File: src/rtl/btb_update_if.sv
// Branch-resolution handshake between EX (master) and the BTB write side (slave).
interface btb_update_if;
   logic        update_valid;
   logic        update_ready;
   logic [31:0] update_pc;
   logic [31:0] update_target;
   logic        update_taken;
   logic        update_done;

   modport master (
      output update_valid, update_pc, update_target, update_taken,
      input  update_ready, update_done
   );

   modport slave (
      input  update_valid, update_pc, update_target, update_taken,
      output update_ready, update_done
   );
endinterface

File: src/rtl/btb_update.sv
// Write/owner side of an 8-set, 2-way BTB: set storage, per-set LRU, 2-cycle read-modify-write.
// Optional macro BTB_FLUSH_EN adds a 'flush' input that invalidates all entries and aborts a pending write.
//
// state | meaning
// IDLE  | ready for a resolution; captures pc/target/taken on valid&&ready
// WRITE | read-modify-write of the captured set; commits and pulses update_done
module btb_update #(
   parameter int         NUM_SETS = 8,
   parameter logic [1:0] ALLOC_ST = 2'b11
) (
   input  logic                clk,
   input  logic                rst_n,
`ifdef BTB_FLUSH_EN
   input  logic                flush,
`endif
   input  logic [2:0]          read_index,
   output logic [127:0]        read_set,
   output logic [NUM_SETS-1:0] LRU,
   input  logic                read_en,
   input  logic                next_LRU_read,
   btb_update_if.slave         upd
);

   typedef enum logic {IDLE = 1'b0, WRITE = 1'b1} state_t;

   state_t       state, state_nxt;
   logic [127:0] storage [NUM_SETS];

   logic [26:0]  req_tag;
   logic [2:0]   req_idx;
   logic [31:0]  req_target;
   logic         req_taken;

   logic         flush_i;
   logic         accept;
   logic         commit;

   logic [127:0] cur_set, new_set;
   logic [63:0]  way1, way2;
   logic         hit1, hit2;
   logic         do_write;
   logic         wr_way;

   logic         unused_pc_bits;
   assign unused_pc_bits = ^upd.update_pc[1:0];

`ifdef BTB_FLUSH_EN
   assign flush_i = flush;
`else
   assign flush_i = 1'b0;
`endif

   function automatic logic [1:0] pred_next(input logic [1:0] st, input logic taken);
      if (taken) pred_next = (st == 2'b00) ? 2'b01 : 2'b10;
      else       pred_next = (st == 2'b10) ? 2'b11 : 2'b00;
   endfunction

   assign read_set = storage[read_index];

   assign accept = upd.update_valid && upd.update_ready;
   assign commit = (state == WRITE) && !flush_i;

   // state register
   always_ff @(posedge clk or negedge rst_n) begin
      if (!rst_n) state <= IDLE;
      else        state <= state_nxt;
   end

   // next-state logic
   always_comb begin
      state_nxt = state;
      if (flush_i) begin
         state_nxt = IDLE;
      end else begin
         case (state)
            IDLE:    if (accept) state_nxt = WRITE;
            WRITE:   state_nxt = IDLE;
            default: state_nxt = IDLE;
         endcase
      end
   end

   // outputs
   always_comb begin
      upd.update_ready = (state == IDLE) && !flush_i;
      upd.update_done  = commit;
   end

   always_ff @(posedge clk or negedge rst_n) begin
      if (!rst_n) begin
         req_tag    <= '0;
         req_idx    <= '0;
         req_target <= '0;
         req_taken  <= 1'b0;
      end else if (accept) begin
         req_tag    <= upd.update_pc[31:5];
         req_idx    <= upd.update_pc[4:2];
         req_target <= upd.update_target;
         req_taken  <= upd.update_taken;
      end
   end

   assign cur_set = storage[req_idx];
   assign way1    = cur_set[127:64];
   assign way2    = cur_set[63:0];
   assign hit1    = way1[63] && (way1[62:36] == req_tag);
   assign hit2    = !hit1 && way2[63] && (way2[62:36] == req_tag);

   // Hits always rewrite the way (state may change); misses only allocate when taken.
   always_comb begin
      new_set  = cur_set;
      do_write = 1'b0;
      wr_way   = 1'b0;
      if (hit1) begin
         do_write        = 1'b1;
         wr_way          = 1'b0;
         new_set[127:64] = {1'b1, req_tag, req_taken ? req_target : way1[35:4],
                            pred_next(way1[3:2], req_taken), 2'b00};
      end else if (hit2) begin
         do_write       = 1'b1;
         wr_way         = 1'b1;
         new_set[63:0]  = {1'b1, req_tag, req_taken ? req_target : way2[35:4],
                           pred_next(way2[3:2], req_taken), 2'b00};
      end else if (req_taken) begin
         do_write = 1'b1;
         if (!way1[63])      wr_way = 1'b0;
         else if (!way2[63]) wr_way = 1'b1;
         else                wr_way = ~LRU[req_idx];
         if (wr_way) new_set[63:0]   = {1'b1, req_tag, req_target, ALLOC_ST, 2'b00};
         else        new_set[127:64] = {1'b1, req_tag, req_target, ALLOC_ST, 2'b00};
      end
   end

   always_ff @(posedge clk or negedge rst_n) begin
      if (!rst_n) begin
         for (int i = 0; i < NUM_SETS; i++) storage[i] <= '0;
      end else if (flush_i) begin
         for (int i = 0; i < NUM_SETS; i++) begin
            storage[i][127] <= 1'b0;
            storage[i][63]  <= 1'b0;
         end
      end else if (commit && do_write) begin
         storage[req_idx] <= new_set;
      end
   end

   // The write-side assignment is last so it wins a same-index collision with the IF update.
   always_ff @(posedge clk or negedge rst_n) begin
      if (!rst_n) begin
         LRU <= '0;
      end else if (flush_i) begin
         LRU <= '0;
      end else begin
         if (read_en)           LRU[read_index] <= next_LRU_read;
         if (commit && do_write) LRU[req_idx]   <= wr_way;
      end
   end

endmodule

File: src/flat_wrapper.sv
// flat-port wrapper written by rule: the top's interface ports become plain ports
module btb_update_flat 
#(
   parameter int         NUM_SETS = 8,
   parameter logic [1:0] ALLOC_ST = 2'b11
)
  (clk, rst_n, read_index, read_set, LRU, read_en, next_LRU_read, upd_update_valid, upd_update_pc, upd_update_target, upd_update_taken, upd_update_ready, upd_update_done);
  btb_update_if upd_i ();
  input  logic clk;
  input  logic rst_n;
  input  logic [2:0] read_index;
  output logic [127:0] read_set;
  output logic [NUM_SETS-1:0] LRU;
  input  logic read_en;
  input  logic next_LRU_read;
  input wire logic [$bits(upd_i.update_valid)-1:0] upd_update_valid;
  input wire logic [$bits(upd_i.update_pc)-1:0] upd_update_pc;
  input wire logic [$bits(upd_i.update_target)-1:0] upd_update_target;
  input wire logic [$bits(upd_i.update_taken)-1:0] upd_update_taken;
  output wire logic [$bits(upd_i.update_ready)-1:0] upd_update_ready;
  output wire logic [$bits(upd_i.update_done)-1:0] upd_update_done;
  assign upd_i.update_valid = upd_update_valid;
  assign upd_i.update_pc = upd_update_pc;
  assign upd_i.update_target = upd_update_target;
  assign upd_i.update_taken = upd_update_taken;
  assign upd_update_ready = upd_i.update_ready;
  assign upd_update_done = upd_i.update_done;
  btb_update #(.NUM_SETS(NUM_SETS), .ALLOC_ST(ALLOC_ST)) u_core (.clk(clk), .rst_n(rst_n), .read_index(read_index), .read_set(read_set), .LRU(LRU), .read_en(read_en), .next_LRU_read(next_LRU_read), .upd(upd_i));
endmodule
File: config.mk
export PLATFORM = sky130hd
export DESIGN_NAME = btb_update_flat
export DESIGN_NICKNAME = d
export VERILOG_FILES = /design/src/rtl/btb_update_if.sv /design/src/rtl/btb_update.sv /design/src/flat_wrapper.sv
export SDC_FILE = /design/constraint.sdc
export NUM_CORES = 2
export LEC_CHECK = 0
export CAP_MARGIN = 20
export CORE_AREA = 2 2 316 318
export DETAILED_ROUTE_END_ITERATION = 12
export DIE_AREA = 0 0 318 320
export GPL_TIMING_DRIVEN = 1
export HOLD_SLACK_MARGIN = 0.1
export PLACE_DENSITY = 0.78
export SLEW_MARGIN = 20
export SYNTH_ARGS = -nofsm -noshare
export SYNTH_HDL_FRONTEND = slang
export SYNTH_SLANG_ARGS = --single-unit
export TNS_END_PERCENT = 10
File: constraint.sdc
create_clock -name clk -period 4.6 [get_ports clk]
set_input_delay 0.92 -clock clk [delete_from_list [all_inputs] [get_ports clk]]
set_output_delay 0.92 -clock clk [all_outputs]
set_load 0.02 [all_outputs]
# Yosys cells after proc, flatten, opt, wreduce, memory -nomap -nowiden
# Cells that the tools add are included.
# totals
regBits	1096
out_inout_bits	138
# classes
order_cmp	7
mux	47
n_bitwise	4
eq_ne	4
n_reduce_logical	11
# ops
operator	n
1024-bit bitwise mux	1
128-bit binary-select mux with 3-bit select	2
128-bit 2-to-1 mux	6
128-bit demux with 3-bit select	1
64-bit 2-to-1 mux	6
32-bit 2-to-1 mux	2
27-bit == test	2
8-bit bitwise mux	2
8-bit 2-to-1 mux	2
1-bit 2-to-1 mux	15
2-bit 2-to-1 mux	6
4-bit >= comparator, second input constant	2
1-bit logical AND	8
3-bit by 4-bit < comparator with 1-bit output, second input constant	2
3-bit inverter with 4-bit output	2
1-bit demux with 3-bit select	2
3-bit by 1-bit >= comparator with 1-bit output, second input constant	2
2-bit == test, second input constant	2
2-bit logical NOT	2
4-bit by 1-bit < comparator with 1-bit output, second input constant	1
1-bit binary-select mux with 3-bit select	1
1-bit inverter	2
1-bit case mux with 2 select lines	1
1-bit logical NOT	1

# Depth between registers and ports, before layout
# logic_depth
depth_word	16
depth_mapped	18

# Least setup slack after synthesis
# No wires, ideal clock.
# synth_timing
path_type	input port to output port
from	in read_index[0]
to	out read_set[53]
n_path_buf	4
setup_slack_ns	0.884
arrival_ns	2.796
path_stages	7
cell_sequence	clkbuf_1 -> clkbuf_1 -> clkbuf_1 -> buf_1 -> mux2i_1 -> o22a_1 -> o21ai_0
# synth_between
elab_chain_cells	4
# synth_rtl
item	line	source
from (decl)	flat_wrapper.sv:11	input logic [2:0] read_index;
3-bit inverter with 4-bit output (not written as such)	btb_update.sv:58	assign read_set = storage[read_index];
128-bit binary-select mux with 3-bit select	btb_update.sv:58	
128-bit 2-to-1 mux (not written as such) (2 in series)	btb_update.sv:58	
to (decl)	flat_wrapper.sv:12	output logic [127:0] read_set;
# Every way passes these cells. The select of a mux whose other input is x is not followed.

# Worst setup path after layout
# layout_timing
from	reg u_core.req_idx[2]
to	reg u_core.storage[23] (netlist bit)
# layout_between
elab_chain_cells	14
word_cells_on_any_way	32
classes_between	order compare: 2; eq/ne: 2; mux: 20; bitwise: 2; reduce/logical: 6
# layout_rtl
item	line	source
from (decl)	btb_update.sv:30	logic [2:0] req_idx;
from (signal assigned)	btb_update.sv:97	req_idx <= upd.update_pc[4:2];
3-bit inverter with 4-bit output (not written as such)	btb_update.sv:103, btb_update.sv:143	
128-bit binary-select mux with 3-bit select	btb_update.sv:103	assign cur_set = storage[req_idx];
128-bit 2-to-1 mux (not written as such) (2 in series)	btb_update.sv:103	
1-bit 2-to-1 mux	btb_update.sv:127	else if (!way2[63]) wr_way = 1'b1;
1-bit 2-to-1 mux	btb_update.sv:126	if (!way1[63]) wr_way = 1'b0;
1-bit 2-to-1 mux	btb_update.sv:124	end else if (req_taken) begin
1-bit 2-to-1 mux	btb_update.sv:119	end else if (hit2) begin
1-bit 2-to-1 mux	btb_update.sv:114	if (hit1) begin
64-bit 2-to-1 mux	btb_update.sv:129	if (wr_way) new_set[63:0] = {1'b1, req_tag, req_target, ALLOC_ST, 2'b00};
128-bit 2-to-1 mux	btb_update.sv:124	
64-bit 2-to-1 mux	btb_update.sv:119	
64-bit 2-to-1 mux	btb_update.sv:114	
1024-bit bitwise mux	btb_update.sv:143	storage[req_idx] <= new_set;
to (signal, indexed assignment)	btb_update.sv:143	
to (decl)	btb_update.sv:27	logic [127:0] storage [NUM_SETS];
# Parallel ways exist; a longest one is shown, timed or not. The select of a mux whose other input is x is not followed.
# A chain may end at the register's enable or synchronous reset.

==> Implementation_results.wiki <==
{| class="wikitable"
! Metric !! Value
|-
| Run status || completed
|-
| Kind of critical path || reg -> reg
|-
| P_sw || 14.0 mW
|-
| Highest ir drop seen on vdd || 0.464 mV
|-
| Row count || 115
|-
| Dominant register cell in the synthesized netlist || sky130_fd_sc_hd__dfrtp_1
|-
| Total number of yosys warnings || 0
|-
| Number of DRC violations after detailed routing || 0
|-
| Clk pin slew, worst setup/hold paths || 0.06 ns
|-
| Depth of the most critical reg-to-reg path || 12
|-
| Gp weighted congestion || 0.975
|-
| Final setup violation count || 0
|-
| Layout cell share with drive strength beyond 1 || 16.8%
|-
| Number of enable flip-flop cells after synthesis || 0
|-
| Post-synthesis sequential area ratio || 46.9%
|-
| HPWL after DPL || 120 mm
|-
| Post-Synthesis Mean Instance Area || 10.1 um^2
|-
| CP Data Arrival Time || 5.16 ns
|-
| Overall global routing resource usage || 39.5%
|-
| Total inserted antenna cells || 0
|-
| Register share of total power || 40.0%
|-
| Most used routing layer in global routing || met2
|-
| Die span in y || 320 um
|-
| Number of synthesized register bits || 1096
|-
| Total length of routed wires || 204 mm
|-
| Power Dens Cells || 579 mW/mm^2
|-
| Total clock sinks || 1096
|-
| CTS tree || yes
|-
| Relative slew slack || 22.3%
|-
| Met1 track demand over resource in global routing || 50.6%
|-
| Maximum root-to-sink buffer count || 3
|-
| Vias in the first global route || 50600
|-
| Drt via density || 7.04
|-
| Layout Area Growth over Synthesis || 14.3%
|-
| Via total after detailed routing || 51400
|-
| Worst Slack Setup Final || 0.00202 ns
|-
| Highest Clock Rate || 217 MHz
|-
| Kind of end point of the critical path || register
|-
| Grt ovf || 0
|-
| Largest fanout of any net on the critical path || 25
|-
| Post-CTS Setup Bufs || 0
|-
| Async S/R FF share, synth || 100%
|-
| # IOs || 211
|-
| Number of different library cells in the post-synthesis netlist || 83
|-
| NumNets Final || 5986
|-
| Setup slack, reg-to-reg || 0.002 ns
|-
| Classification of the worst-slack hold path || in -> async
|-
| Cells taking the most area after synthesis || sky130_fd_sc_hd__dfrtp_1, sky130_fd_sc_hd__o21ai_1, sky130_fd_sc_hd__nand2_1
|-
| Fin Clk Skew || 0.0226 ns
|-
| Syn Std Cell Area || 0.0584 mm^2
|-
| Worst setup timing slack at the placement stage || 0.154 ns
|-
| Global routing usage on met2 || 58.9%
|-
| Post-synth net total || 5886
|-
| Leak Pwr || 28.4 nW
|-
| Fraction of post-synthesis cell area in the top cell type by area || 46.9%
|-
| MaxCap Viol Count || 0
|-
| Reg2Reg Capture Point || u_core.storage[23]$_DFFE_PN0P_
|-
| Power share of the combinational group || 33.4%
|-
| Worst-Skew Late Latency || 0.72 ns
|-
| Sw Ratio || 36.3%
|-
| Data required time of the critical path || 5.17 ns
|-
| Initial Util || 59.6%
|-
| Antenna violations before repair || 1
|-
| Die Footprint || 0.102 mm^2
|-
| Cts bufs inserted || 115
|-
| Internal portion of total power || 24.6 mW
|-
| Final Hold Slack || 0.283 ns
|-
| Most frequent standard cell in the layout excluding fill and tap cells || sky130_fd_sc_hd__dfrtp_1
|-
| Wire length of the first global-routing pass || 310 mm
|-
| Horizontal die dimension || 318 um
|-
| Share of power burned in the clock network || 26.6%
|-
| Number of I/O port buffers || 208
|-
| Hold-fix buffer count after cts || 0
|-
| Setup repair after global routing missed its margin || yes
|-
| Cell count after synthesis || 5813
|-
| Crit share post-route || 100%
|-
| Routed Antenna Nets || 0
|-
| Maximum number of pins on one net before global-route repair || 163
|-
| Fraction of met3 tracks used by global routing || 9.88%
|-
| Clock H-tree levels || 3
|-
| Final Hold Fails || 0
|-
| Type of origin of the critical path || register
|-
| Max-slew violation count || 0
|-
| Initial drt markers || 7731
|-
| Pin slew with the least headroom to its limit || 1.16 ns
|-
| Most area-hungry cell type in the Yosys netlist || sky130_fd_sc_hd__dfrtp_1
|-
| Cell chosen for the clock root || sky130_fd_sc_hd__clkbuf_16
|-
| Origin of the critical flop-to-flop path || u_core.req_idx[2]$_DFFE_PN0P_
|-
| Number of search-and-repair iterations in the first detailed-routing pass || 7
|-
| Time the final worst path needs with I/O delays and setup || 4.60 ns
|-
| Core box area || 0.0980 mm^2
|-
| Wire length per cell after detailed routing || 28.0 um
|-
| Commonest cells after routing, fill and taps aside || sky130_fd_sc_hd__dfrtp_1, sky130_fd_sc_hd__nand2_1, sky130_fd_sc_hd__o21ai_1
|}
[metal layers]
layer  routed length (um)  vias to the layer above
met4                17200                        2
met2                87400                     3947
met5                   13                        -
met3                25500                      989
met1                74100                    24800
li1                     -                    21700
[cell type report]
cell class                      count  area (um^2)
Clock buffer                      151         3320
Clock inverter                     62          855
Fill cell                        7182        31200
Inverter                           27          103
Multi-Input combinational cell   4170        28100
Sequential cell                  1096        27400
Tap cell                         1287         1610
Timing Repair Buffer              503         5330
[power groups by stage]
stage | sequential [mW] | clock [mW] | combinational [mW]
after floorplan | 14.5 | 0 | 8.54
after global placement | 15.2 | 0 | 12.1
after detailed placement | 15.4 | 0 | 12.5
after CTS | 15.3 | 10.3 | 12.7
after global routing | 15.8 | 10.7 | 14.0
final | 15.5 | 10.3 | 12.9
[cell usage after synthesis (34+ instances only)]
| master | number |
|---|---|
| sky130_fd_sc_hd__a21oi_1 | 107 |
| sky130_fd_sc_hd__a221oi_1 | 61 |
| sky130_fd_sc_hd__a22o_1 | 34 |
| sky130_fd_sc_hd__a22oi_1 | 312 |
| sky130_fd_sc_hd__buf_1 | 39 |
| sky130_fd_sc_hd__buf_2 | 56 |
| sky130_fd_sc_hd__buf_6 | 110 |
| sky130_fd_sc_hd__clkbuf_1 | 300 |
| sky130_fd_sc_hd__dfrtp_1 | 1096 |
| sky130_fd_sc_hd__mux2_2 | 313 |
| sky130_fd_sc_hd__mux2i_1 | 346 |
| sky130_fd_sc_hd__mux2i_2 | 52 |
| sky130_fd_sc_hd__mux4_2 | 58 |
| sky130_fd_sc_hd__nand2_1 | 1083 |
| sky130_fd_sc_hd__nand3_1 | 46 |
| sky130_fd_sc_hd__nor2_1 | 131 |
| sky130_fd_sc_hd__o21ai_0 | 183 |
| sky130_fd_sc_hd__o21ai_1 | 818 |
| sky130_fd_sc_hd__o221ai_1 | 210 |
| sky130_fd_sc_hd__o22a_1 | 127 |
[worst max path at each step]
stage	cells after the start	slack, ns	to	from
floorplan	7	0.88	read_set[53]	read_index[0]
global placement	12	0.23	u_core.storage[23]$_DFFE_PN0P_	u_core.req_idx[2]$_DFFE_PN0P_
detailed placement	13	0.15	u_core.storage[489]$_DFFE_PN0P_	u_core.req_idx[2]$_DFFE_PN0P_
CTS	13	0.09	u_core.storage[105]$_DFFE_PN0P_	u_core.req_idx[2]$_DFFE_PN0P_
global route	12	-0.06	u_core.storage[244]$_DFFE_PN0P_	u_core.req_idx[0]$_DFFE_PN0P_
finish	12	0.002	u_core.storage[23]$_DFFE_PN0P_	u_core.req_idx[2]$_DFFE_PN0P_
[logic make-up (layout without fill, tap and decap cells)]
logic type             after synthesis  after routing  share of synthesized area, %
flip-flops                        1096           1096                          46.9
XOR/XNOR                            41             41                         0.614
AO/OA/AOI/OAI                     1968           1968                          21.9
AND/OR/NAND/NOR                   1381           1381                          9.69
multiplexers                       780            780                          15.7
buffers and inverters              547            743                          5.23
[stage by stage]
stage / utilization, % / TNS, ns / cell area [um^2] / total power, mW / cells
2_1_floorplan: - / 0 / 58400 / 23.1 / 5813
3_3_place_gp: 63.8 / 0 / 62500 / 27.4 / 7083
3_5_place_dp: 63.8 / 0 / 62500 / 28.0 / 7083
4_1_cts: 68.1 / 0 / 66700 / 38.2 / 7296
5_1_grt: 68.2 / -1.22 / 66800 / 40.4 / 7296
6_report: 68.2 / 0 / 66800 / 38.7 / 7296
[worst max-delay path, cell delays in order, from the launching register on]
cell and delay, ns:
sky130_fd_sc_hd__dfrtp_4 0.67, sky130_fd_sc_hd__nor2b_1 0.97, sky130_fd_sc_hd__and3_1 0.34, sky130_fd_sc_hd__a211oi_4 0.08, sky130_fd_sc_hd__xnor2_1 0.17, sky130_fd_sc_hd__or3_1 0.42
sky130_fd_sc_hd__nor4_4 0.35, sky130_fd_sc_hd__a21oi_2 0.18, sky130_fd_sc_hd__nor3_4 0.22, sky130_fd_sc_hd__buf_12 0.20, sky130_fd_sc_hd__buf_12 0.19, sky130_fd_sc_hd__mux2i_2 0.52
sky130_fd_sc_hd__o21ai_1 0.11
[registers in the layout, summed over array words and instances (netlist names)]
| signal | flops |
|---|---|
| u_core.storage | 1024 |
| u_core.req_target | 32 |
| u_core.req_tag | 27 |
| u_core.LRU | 8 |
| u_core.req_idx | 3 |
| u_core.req_taken | 1 |
| u_core.upd.update_done | 1 |
[repair_timing]
action | CTS | global route
endpoints found under the setup margin | 0 | 171
endpoints found under the hold margin | 0 | 0
gates resized for setup | 0 | 12
No activity file was read; power rests on OpenSTA's default activity.
